==> src/rtl/sound_arbiter_pkg.sv <==
// Shared types, tone tables and duration helpers for the buzzer arbiter.
// The high-score ROM rows exist only when SND_HS_JINGLE_EN is defined.
package sound_arbiter_pkg;

  localparam int SND_DIV_W = 16;
  localparam int SND_CNT_W = 24;

  typedef enum logic [1:0] {
    SND_IDLE_S  = 2'd0,
    SND_COLOR_S = 2'd1,
    SND_NOTE_S  = 2'd2,
    SND_GAP_S   = 2'd3
  } snd_state_e;

  typedef enum logic [2:0] {
    SND_SRC_NONE  = 3'd0,
    SND_SRC_COLOR = 3'd1,
    SND_SRC_START = 3'd2,
    SND_SRC_WIN   = 3'd3,
    SND_SRC_LOSE  = 3'd4,
    SND_SRC_HS    = 3'd5
  } snd_src_e;

  localparam logic [SND_DIV_W-1:0] COLOR_DIV [4] = '{16'd9556, 16'd7584, 16'd6378, 16'd4778};

  // A zero entry is a rest: the note slot stays silent.
  localparam logic [SND_DIV_W-1:0] START_ROM [4] = '{16'd9556, 16'd7584, 16'd6378, 16'd4778};
  localparam logic [SND_DIV_W-1:0] WIN_ROM   [4] = '{16'd6378, 16'd4778, 16'd0,    16'd4778};
  localparam logic [SND_DIV_W-1:0] LOSE_ROM  [4] = '{16'd4778, 16'd6378, 16'd7584, 16'd9556};
`ifdef SND_HS_JINGLE_EN
  localparam logic [SND_DIV_W-1:0] HS_ROM    [4] = '{16'd4778, 16'd0,    16'd4778, 16'd3189};
`endif

  function automatic logic [SND_DIV_W-1:0] jingle_div(input snd_src_e src, input logic [1:0] idx);
    logic [SND_DIV_W-1:0] div;
    div = '0;
    case (src)
      SND_SRC_START: div = START_ROM[idx];
      SND_SRC_WIN:   div = WIN_ROM[idx];
      SND_SRC_LOSE:  div = LOSE_ROM[idx];
`ifdef SND_HS_JINGLE_EN
      SND_SRC_HS:    div = HS_ROM[idx];
`endif
      default:       div = '0;
    endcase
    return div;
  endfunction

  // Zero-length durations behave as one cycle.
  function automatic logic [SND_CNT_W-1:0] eff_len(input logic [SND_CNT_W-1:0] len);
    return (len == '0) ? SND_CNT_W'(1) : len;
  endfunction

  function automatic logic [SND_CNT_W-1:0] max_len(input logic [SND_CNT_W-1:0] a,
                                                   input logic [SND_CNT_W-1:0] b);
    return (eff_len(a) > eff_len(b)) ? eff_len(a) : eff_len(b);
  endfunction

endpackage

==> src/rtl/sound_arbiter_timer.sv <==
// Saturating duration counter: cleared on clr_i, runs when started, holds at MAX_COUNT-1.
// Count is registered (visible the cycle after clr_i); no backpressure.
module sound_arbiter_timer
  import sound_arbiter_pkg::*;
#(
  parameter int                CNT_W     = SND_CNT_W,
  parameter logic [CNT_W-1:0]  MAX_COUNT = CNT_W'(1)
) (
  input  logic             clk_i,
  input  logic             rst_n_i,
  input  logic             clr_i,
  input  logic             start_tmr_i,
  output logic [CNT_W-1:0] count_o,
  output logic             pulse_o
);

  logic [CNT_W-1:0] count_q, count_d;
  logic             run_q, run_d;
  logic             terminal;

  assign terminal = (count_q == MAX_COUNT - CNT_W'(1));

  always_comb begin
    count_d = count_q;
    run_d   = run_q;
    if (clr_i) begin
      count_d = '0;
      run_d   = start_tmr_i;
    end else if (run_q && !terminal) begin
      count_d = count_q + CNT_W'(1);
    end
  end

  always_ff @(posedge clk_i or negedge rst_n_i) begin
    if (!rst_n_i) begin
      count_q <= '0;
      run_q   <= 1'b0;
    end else begin
      count_q <= count_d;
      run_q   <= run_d;
    end
  end

  assign count_o = count_q;
  assign pulse_o = run_q && terminal;

endmodule

==> src/rtl/sound_arbiter.sv <==
// Shares one tone generator between the live colour tone and 4-note jingles; registered outputs, 1-cycle latency.
// Jingles are never preempted; later requests wait as pending. SND_HS_JINGLE_EN enables the high-score jingle.
module sound_arbiter
  import sound_arbiter_pkg::*;
#(
  parameter logic [SND_CNT_W-1:0] NOTE_LEN = 24'd2_000_000,
  parameter logic [SND_CNT_W-1:0] GAP_LEN  = 24'd400_000,
  parameter int                   DIV_W    = SND_DIV_W
) (
  input  logic             clk_i,
  input  logic             rst_n_i,
  input  logic             color_req_i,
  input  logic [1:0]       color_i,
  input  logic             start_req_i,
  input  logic             win_req_i,
  input  logic             lose_req_i,
  input  logic             hs_req_i,
  output logic [DIV_W-1:0] tone_div_o,
  output logic             tone_ena_o,
  output logic [2:0]       src_o,
  output logic             busy_o
);

  localparam logic [SND_CNT_W-1:0] NOTE_M1 = eff_len(NOTE_LEN) - SND_CNT_W'(1);
  localparam logic [SND_CNT_W-1:0] GAP_M1  = eff_len(GAP_LEN) - SND_CNT_W'(1);
  localparam logic [SND_CNT_W-1:0] MAX_CNT = max_len(NOTE_LEN, GAP_LEN);

  snd_state_e state_q, state_d;
  snd_src_e   jsrc_q, jsrc_d;
  logic [1:0] idx_q, idx_d;

  logic pend_start_q, pend_start_d;
  logic pend_win_q, pend_win_d;
  logic pend_lose_q, pend_lose_d;
  logic pend_hs_q, pend_hs_d;
  logic set_start, set_win, set_lose;
  logic grant_start, grant_win, grant_lose, grant_hs;
  logic playing, new_req, any_pend;

  logic [SND_CNT_W-1:0] tmr_count, dur_m1;
  logic                 tmr_pulse, tmr_clr, tmr_start, dur_done;

  logic [DIV_W-1:0] tone_div_q, tone_div_d;
  logic             tone_ena_q, tone_ena_d;
  snd_src_e         src_q, src_d;
  logic             busy_q, busy_d;
  logic [DIV_W-1:0] note_div;

  // A request for the jingle currently sounding is dropped, not queued.
  assign playing   = (state_q == SND_NOTE_S) || (state_q == SND_GAP_S);
  assign set_start = start_req_i && !(playing && jsrc_q == SND_SRC_START);
  assign set_win   = win_req_i   && !(playing && jsrc_q == SND_SRC_WIN);
  assign set_lose  = lose_req_i  && !(playing && jsrc_q == SND_SRC_LOSE);

`ifdef SND_HS_JINGLE_EN
  logic set_hs;
  assign set_hs    = hs_req_i && !(playing && jsrc_q == SND_SRC_HS);
  assign pend_hs_d = (pend_hs_q | set_hs) & ~grant_hs;

  always_ff @(posedge clk_i or negedge rst_n_i) begin
    if (!rst_n_i) pend_hs_q <= 1'b0;
    else          pend_hs_q <= pend_hs_d;
  end
  assign new_req = set_start | set_win | set_lose | set_hs;
`else
  logic unused_hs;
  assign unused_hs = hs_req_i ^ grant_hs;
  assign pend_hs_q = 1'b0;
  assign pend_hs_d = 1'b0;
  assign new_req   = set_start | set_win | set_lose;
`endif

  assign any_pend = pend_start_q | pend_win_q | pend_lose_q | pend_hs_q;

  assign dur_m1   = (state_q == SND_GAP_S) ? GAP_M1 : NOTE_M1;
  assign dur_done = tmr_pulse || (tmr_count == dur_m1);

  always_comb begin
    state_d     = state_q;
    jsrc_d      = jsrc_q;
    idx_d       = idx_q;
    grant_start = 1'b0;
    grant_win   = 1'b0;
    grant_lose  = 1'b0;
    grant_hs    = 1'b0;
    case (state_q)
      SND_IDLE_S: begin
        if (any_pend) begin
          state_d = SND_NOTE_S;
          idx_d   = 2'd0;
          if (pend_lose_q) begin
            grant_lose = 1'b1;
            jsrc_d     = SND_SRC_LOSE;
          end else if (pend_win_q) begin
            grant_win = 1'b1;
            jsrc_d    = SND_SRC_WIN;
          end else if (pend_hs_q) begin
            grant_hs = 1'b1;
            jsrc_d   = SND_SRC_HS;
          end else begin
            grant_start = 1'b1;
            jsrc_d      = SND_SRC_START;
          end
        end else if (color_req_i && !new_req) begin
          state_d = SND_COLOR_S;
        end
      end
      SND_COLOR_S: begin
        // Drop the colour tone the moment a jingle is wanted; IDLE grants it next.
        if (any_pend || new_req || !color_req_i) state_d = SND_IDLE_S;
      end
      SND_NOTE_S: begin
        if (dur_done) state_d = SND_GAP_S;
      end
      SND_GAP_S: begin
        if (dur_done) begin
          if (idx_q == 2'd3) begin
            state_d = SND_IDLE_S;
          end else begin
            state_d = SND_NOTE_S;
            idx_d   = idx_q + 2'd1;
          end
        end
      end
      default: state_d = SND_IDLE_S;
    endcase
  end

  assign pend_start_d = (pend_start_q | set_start) & ~grant_start;
  assign pend_win_d   = (pend_win_q   | set_win)   & ~grant_win;
  assign pend_lose_d  = (pend_lose_q  | set_lose)  & ~grant_lose;

  assign tmr_clr   = (state_d != state_q);
  assign tmr_start = tmr_clr && ((state_d == SND_NOTE_S) || (state_d == SND_GAP_S));

  sound_arbiter_timer #(
    .CNT_W     (SND_CNT_W),
    .MAX_COUNT (MAX_CNT)
  ) note_timer_u1 (
    .clk_i       (clk_i),
    .rst_n_i     (rst_n_i),
    .clr_i       (tmr_clr),
    .start_tmr_i (tmr_start),
    .count_o     (tmr_count),
    .pulse_o     (tmr_pulse)
  );

  assign note_div = DIV_W'(jingle_div(jsrc_d, idx_d));

  // Outputs are decoded from next state so they change one cycle after the sampled inputs.
  always_comb begin
    tone_div_d = '0;
    tone_ena_d = 1'b0;
    src_d      = SND_SRC_NONE;
    case (state_d)
      SND_COLOR_S: begin
        tone_div_d = DIV_W'(COLOR_DIV[color_i]);
        tone_ena_d = 1'b1;
        src_d      = SND_SRC_COLOR;
      end
      SND_NOTE_S: begin
        tone_div_d = note_div;
        tone_ena_d = (note_div != '0);
        src_d      = jsrc_d;
      end
      SND_GAP_S: src_d = jsrc_d;
      default: ;
    endcase
    busy_d = (state_d == SND_NOTE_S) || (state_d == SND_GAP_S) ||
             pend_start_d || pend_win_d || pend_lose_d || pend_hs_d;
  end

  always_ff @(posedge clk_i or negedge rst_n_i) begin
    if (!rst_n_i) begin
      state_q      <= SND_IDLE_S;
      jsrc_q       <= SND_SRC_NONE;
      idx_q        <= 2'd0;
      pend_start_q <= 1'b0;
      pend_win_q   <= 1'b0;
      pend_lose_q  <= 1'b0;
      tone_div_q   <= '0;
      tone_ena_q   <= 1'b0;
      src_q        <= SND_SRC_NONE;
      busy_q       <= 1'b0;
    end else begin
      state_q      <= state_d;
      jsrc_q       <= jsrc_d;
      idx_q        <= idx_d;
      pend_start_q <= pend_start_d;
      pend_win_q   <= pend_win_d;
      pend_lose_q  <= pend_lose_d;
      tone_div_q   <= tone_div_d;
      tone_ena_q   <= tone_ena_d;
      src_q        <= src_d;
      busy_q       <= busy_d;
    end
  end

  assign tone_div_o = tone_div_q;
  assign tone_ena_o = tone_ena_q;
  assign src_o      = src_q;
  assign busy_o     = busy_q;

endmodule

==> config.mk <==
export PLATFORM = sky130hd
export DESIGN_NAME = sound_arbiter
export DESIGN_NICKNAME = d
export VERILOG_FILES = /design/src/rtl/sound_arbiter_pkg.sv /design/src/rtl/sound_arbiter_timer.sv /design/src/rtl/sound_arbiter.sv
export SDC_FILE = /design/constraint.sdc
export NUM_CORES = 1
export LEC_CHECK = 0
export ABC_AREA = 1
export CORE_MARGIN = 2
export CORE_UTILIZATION = 55
export CTS_CLUSTER_DIAMETER = 40
export DETAILED_ROUTE_END_ITERATION = 6
export PLACE_DENSITY = 0.77
export SLEW_MARGIN = 20
export SYNTH_ARGS = -nofsm -noshare
export SYNTH_HDL_FRONTEND = slang
export SYNTH_SLANG_ARGS = --single-unit
==> constraint.sdc <==
create_clock -name clk_i -period 3.85 [get_ports clk_i]
set_input_delay 0.385 -clock clk_i [delete_from_list [all_inputs] [get_ports clk_i]]
set_output_delay 0.385 -clock clk_i [all_outputs]
set_load 0.02 [all_outputs]
==> out/results.txt <==
Crit path capture type = flip-flop
Post-synthesis cell area = 3230 µm²
Routability congestion estimate = 0.957
Buffers and inverters on the worst path = 4
Routed wire per std cell = 13.1 µm
Remaining routing DRC violations = 0
Min setup slack post-route = 613 ps
Maximum net fanout on the critical path = 9
Global-route wire length before repair = 12000 µm
Share of the clock period used by the worst path after layout = 0.841
Post-layout net count = 483
Layout cells sized above 1 = 0.103
Post-CTS Resized = 0
Y dimension of the die = 80.6 µm
Clk Latency, worst-skew pair = 300 ps
Number of synthesized flops with an enable pin = 0
Kind of cell with the highest combined delay on the critical path = simple AND/OR/NAND/NOR gates
Sequential area share after synthesis = 0.364
Worst-path cell chain = ha_1 -> inv_2 -> nand3_1 -> nand2_1 -> inv_1 -> nor2_1 -> nand3_2 -> nand2_2 -> nand3_1 -> nand3_1 -> nand3_2 -> nand2_2 -> inv_1 -> ha_1 -> nor2_1 -> inv_1 -> or4_1
Worst max-slew margin expressed relative to the limit = 0.602
Antenna viol nets, final = 0
Post-CTS Hold Fix Bufs = 0
Adder-Cell Fraction of Synth Area = 0.0659
IO Pins = 30
Hold Crit Class = input port to asynchronous set/reset pin
Via count = 2745
CP max stage delay = 520 ps
Area of the core region = 5570 µm²
Async SR Flop Fraction = 1.00
Top flip-flop cell by instance count after synthesis = dfrtp_1
Finish-stage setup viols = 0
Fin Clk Skew = 6.82 ps
Initial antenna violation count = 0
Cell Count Post-Placement = 522
Startpoint type of the worst setup path = flip-flop
Average cell area after synthesis = 7.35 µm²
Slew Viols, Final = 0
Number of failing hold endpoints at the final stage = 0
Maximum number of pins on one net before global-route repair = 48
Multiplexer share of the synthesized area = 0.00310
Combinational family with the most area after synthesis = simple AND/OR/NAND/NOR gates
Fraction of the mapped netlist area in compound gates = 0.0516
Outcome = finished, final reports clean
Starting DRC count in detailed routing = 165
Number of max-cap violations = 0
Standard-cell row count = 27
Number of warnings reported in the yosys synthesis log = 0
Most instantiated library cell after synthesis = nand2_1
Sum of negative setup slack = 0 ps
Total global routing overflow = 0
PnR Total Power = 825 µW
DP Wirelength = 5140 µm
Core Util, Final = 0.637
Post-synth top area cell = dfrtp_1
Pwr dens = 232 nW/µm²
Total cell area at the placement stage = 3460 µm²
Crit Path Class = flip-flop to flip-flop
Max H-tree Level = 2
Reported leakage power = 1.65 nW
Crit path required time = 4030 ps
Most frequent cells after synthesis = 94 x nand2_1, 63 x inv_1, 47 x dfrtp_1
Initial Utilization = 0.579
Xor-xnor portion of the synthesized cell area = 0.0380
Slowest stage cell on the critical path = or4_1
Pre-antenna DRT Iters = 4
Horizontal die dimension = 80.6 µm
Share of the synthesized area in the top cell type = 0.364
Ant. Diodes = 0
Final Cell Area = 3550 µm²
TritonCTS buffer count = 5
Synthesized flop and latch total = 47
Synth cell types = 36
Number of instances in the synthesized netlist = 439
Via count of the first global-routing pass = 2684
Area growth syn-to-layout = 10.0%
Max Root-Sink Buffers = 2
Port Buf Inserts = 25
Setup WS pre-CTS = 629 ps
Die area = 6500 µm²
Post-detailed-routing wire length = 6950 µm
Min cycle time layout = 3240 ps
DR vias/cell = 5.19
RSZ-0062 raised after global routing = no
Clock-pin slew reported for the worst setup and hold paths after clock tree synthesis = 90 ps
Cell types occupying the most area after synthesis = dfrtp_1 36%, nand2_1 11%, inv_1 7.3%
Transition time of the tightest slew-check pin = 597 ps
Clock sink count = 47
Worst EP arrival = 3420 ps
Maximum clock frequency = 0.309 GHz
Clock tree root driver cell = clkbuf_8
CTS tree = built
Global-route usage over all layers = 0.235
IR Drop Worst-Case VDD = 0.000165 V
Synthesized-area fraction occupied by and/or/nand/nor cells = 0.363
Post-CTS setup buffer count = 0
Non-Filler Instances = 529
Hold WS = 87.0 ps
placed cells by master, fill, tap and decap left out:
cell / synthesis / routed
o21ai_1: 3 / 3
nor2_4: 2 / 2
nand2_1: 94 / 94
clkdlybuf4s50_1: 0 / 24
nor4_1: 5 / 5
dfrtp_1: 47 / 47
nand3b_1: 2 / 2
xor2_1: 13 / 13
a22o_1: 1 / 1
nand2_2: 8 / 8
xnor2_1: 1 / 1
conb_1: 1 / 3
nand3_1: 29 / 29
nand4_1: 19 / 19
ha_1: 17 / 17
nand2_4: 3 / 3
inv_2: 4 / 4
or2_2: 1 / 1
clkbuf_8: 0 / 6
nor3_1: 14 / 14
inv_1: 63 / 63
clkinv_1: 1 / 1
o21ai_0: 11 / 11
or2_0: 2 / 2
a31oi_1: 1 / 1
a21oi_1: 13 / 13
or4_1: 1 / 1
a22oi_1: 1 / 1
nor2_2: 16 / 16
nand3_2: 4 / 4
buf_4: 11 / 1
mux2i_1: 1 / 1
nor2_1: 44 / 44
clkinv_2: 0 / 1
o21ai_2: 1 / 1
layer usage:
layer  wire length (µm)  vias up  share of wire  global-route usage
met5                  0        -              0                   0
met3                207       10          0.030              0.0382
li1                   -     1417              -                   -
met2               3580       43           0.52               0.423
met1               3050     1275           0.44               0.285
met4                108        0          0.016              0.0729
kinds of logic (layout without fill, tap and decap cells):
kind of cell / after synthesis / in the layout
AOI/OAI and AO/OA: 31 / 31
xor gates and xnor gates: 14 / 14
adders and majority gates: 17 / 17
buffers and inverters: 84 / 100
DFF: 47 / 47
muxes: 1 / 1
other: 1 / 3
and+or+nand+nor: 244 / 244
registers in the layout, summed over array words and instances (netlist names):
name / flops
busy_o: 1
note_timer_u1.count_o: 24
tone_div_o: 7
note_timer_u1.run_q: 1
pend_start_q: 1
state_q: 2
jsrc_q: 3
idx_q: 2
pend_win_q: 1
src_o: 3
tone_ena_o: 1
pend_lose_q: 1
power breakdown:
group / switching, mW / internal (mW)
clock network: 0.166 / 0.141
registers: 0.0000000000000000770 / 0.493
logic: 0.0162 / 0.00782
total: 0.182 / 0.642
cell type report:
cell class                 instances  area (µm²)
sequential                        47        1180
tap                               72        90.1
fill                             490        2020
inverter                          68         255
timing repair buffer              25         248
clock inverter                     1        5.00
multi-input combinational        310        1690
clock buffer                       6        82.6
final timing paths:
path                            slack (ps)    startpoint  depth (start not counted)                        end
worst max-delay path                   610    state_q[0]                         17                     busy_o
worst max register to register         610    state_q[0]                         17                     busy_o
worst min register to register         550  pend_start_q                          2               pend_start_q
worst min-delay path                    90       rst_n_i                          1  note_timer_u1.count_o[11]
max in group asynchronous             3370       rst_n_i                          1             tone_div_o[11]
min in group clk_i                     550  pend_start_q                          2               pend_start_q
Note: power is estimated with default switching activity, not from simulation.
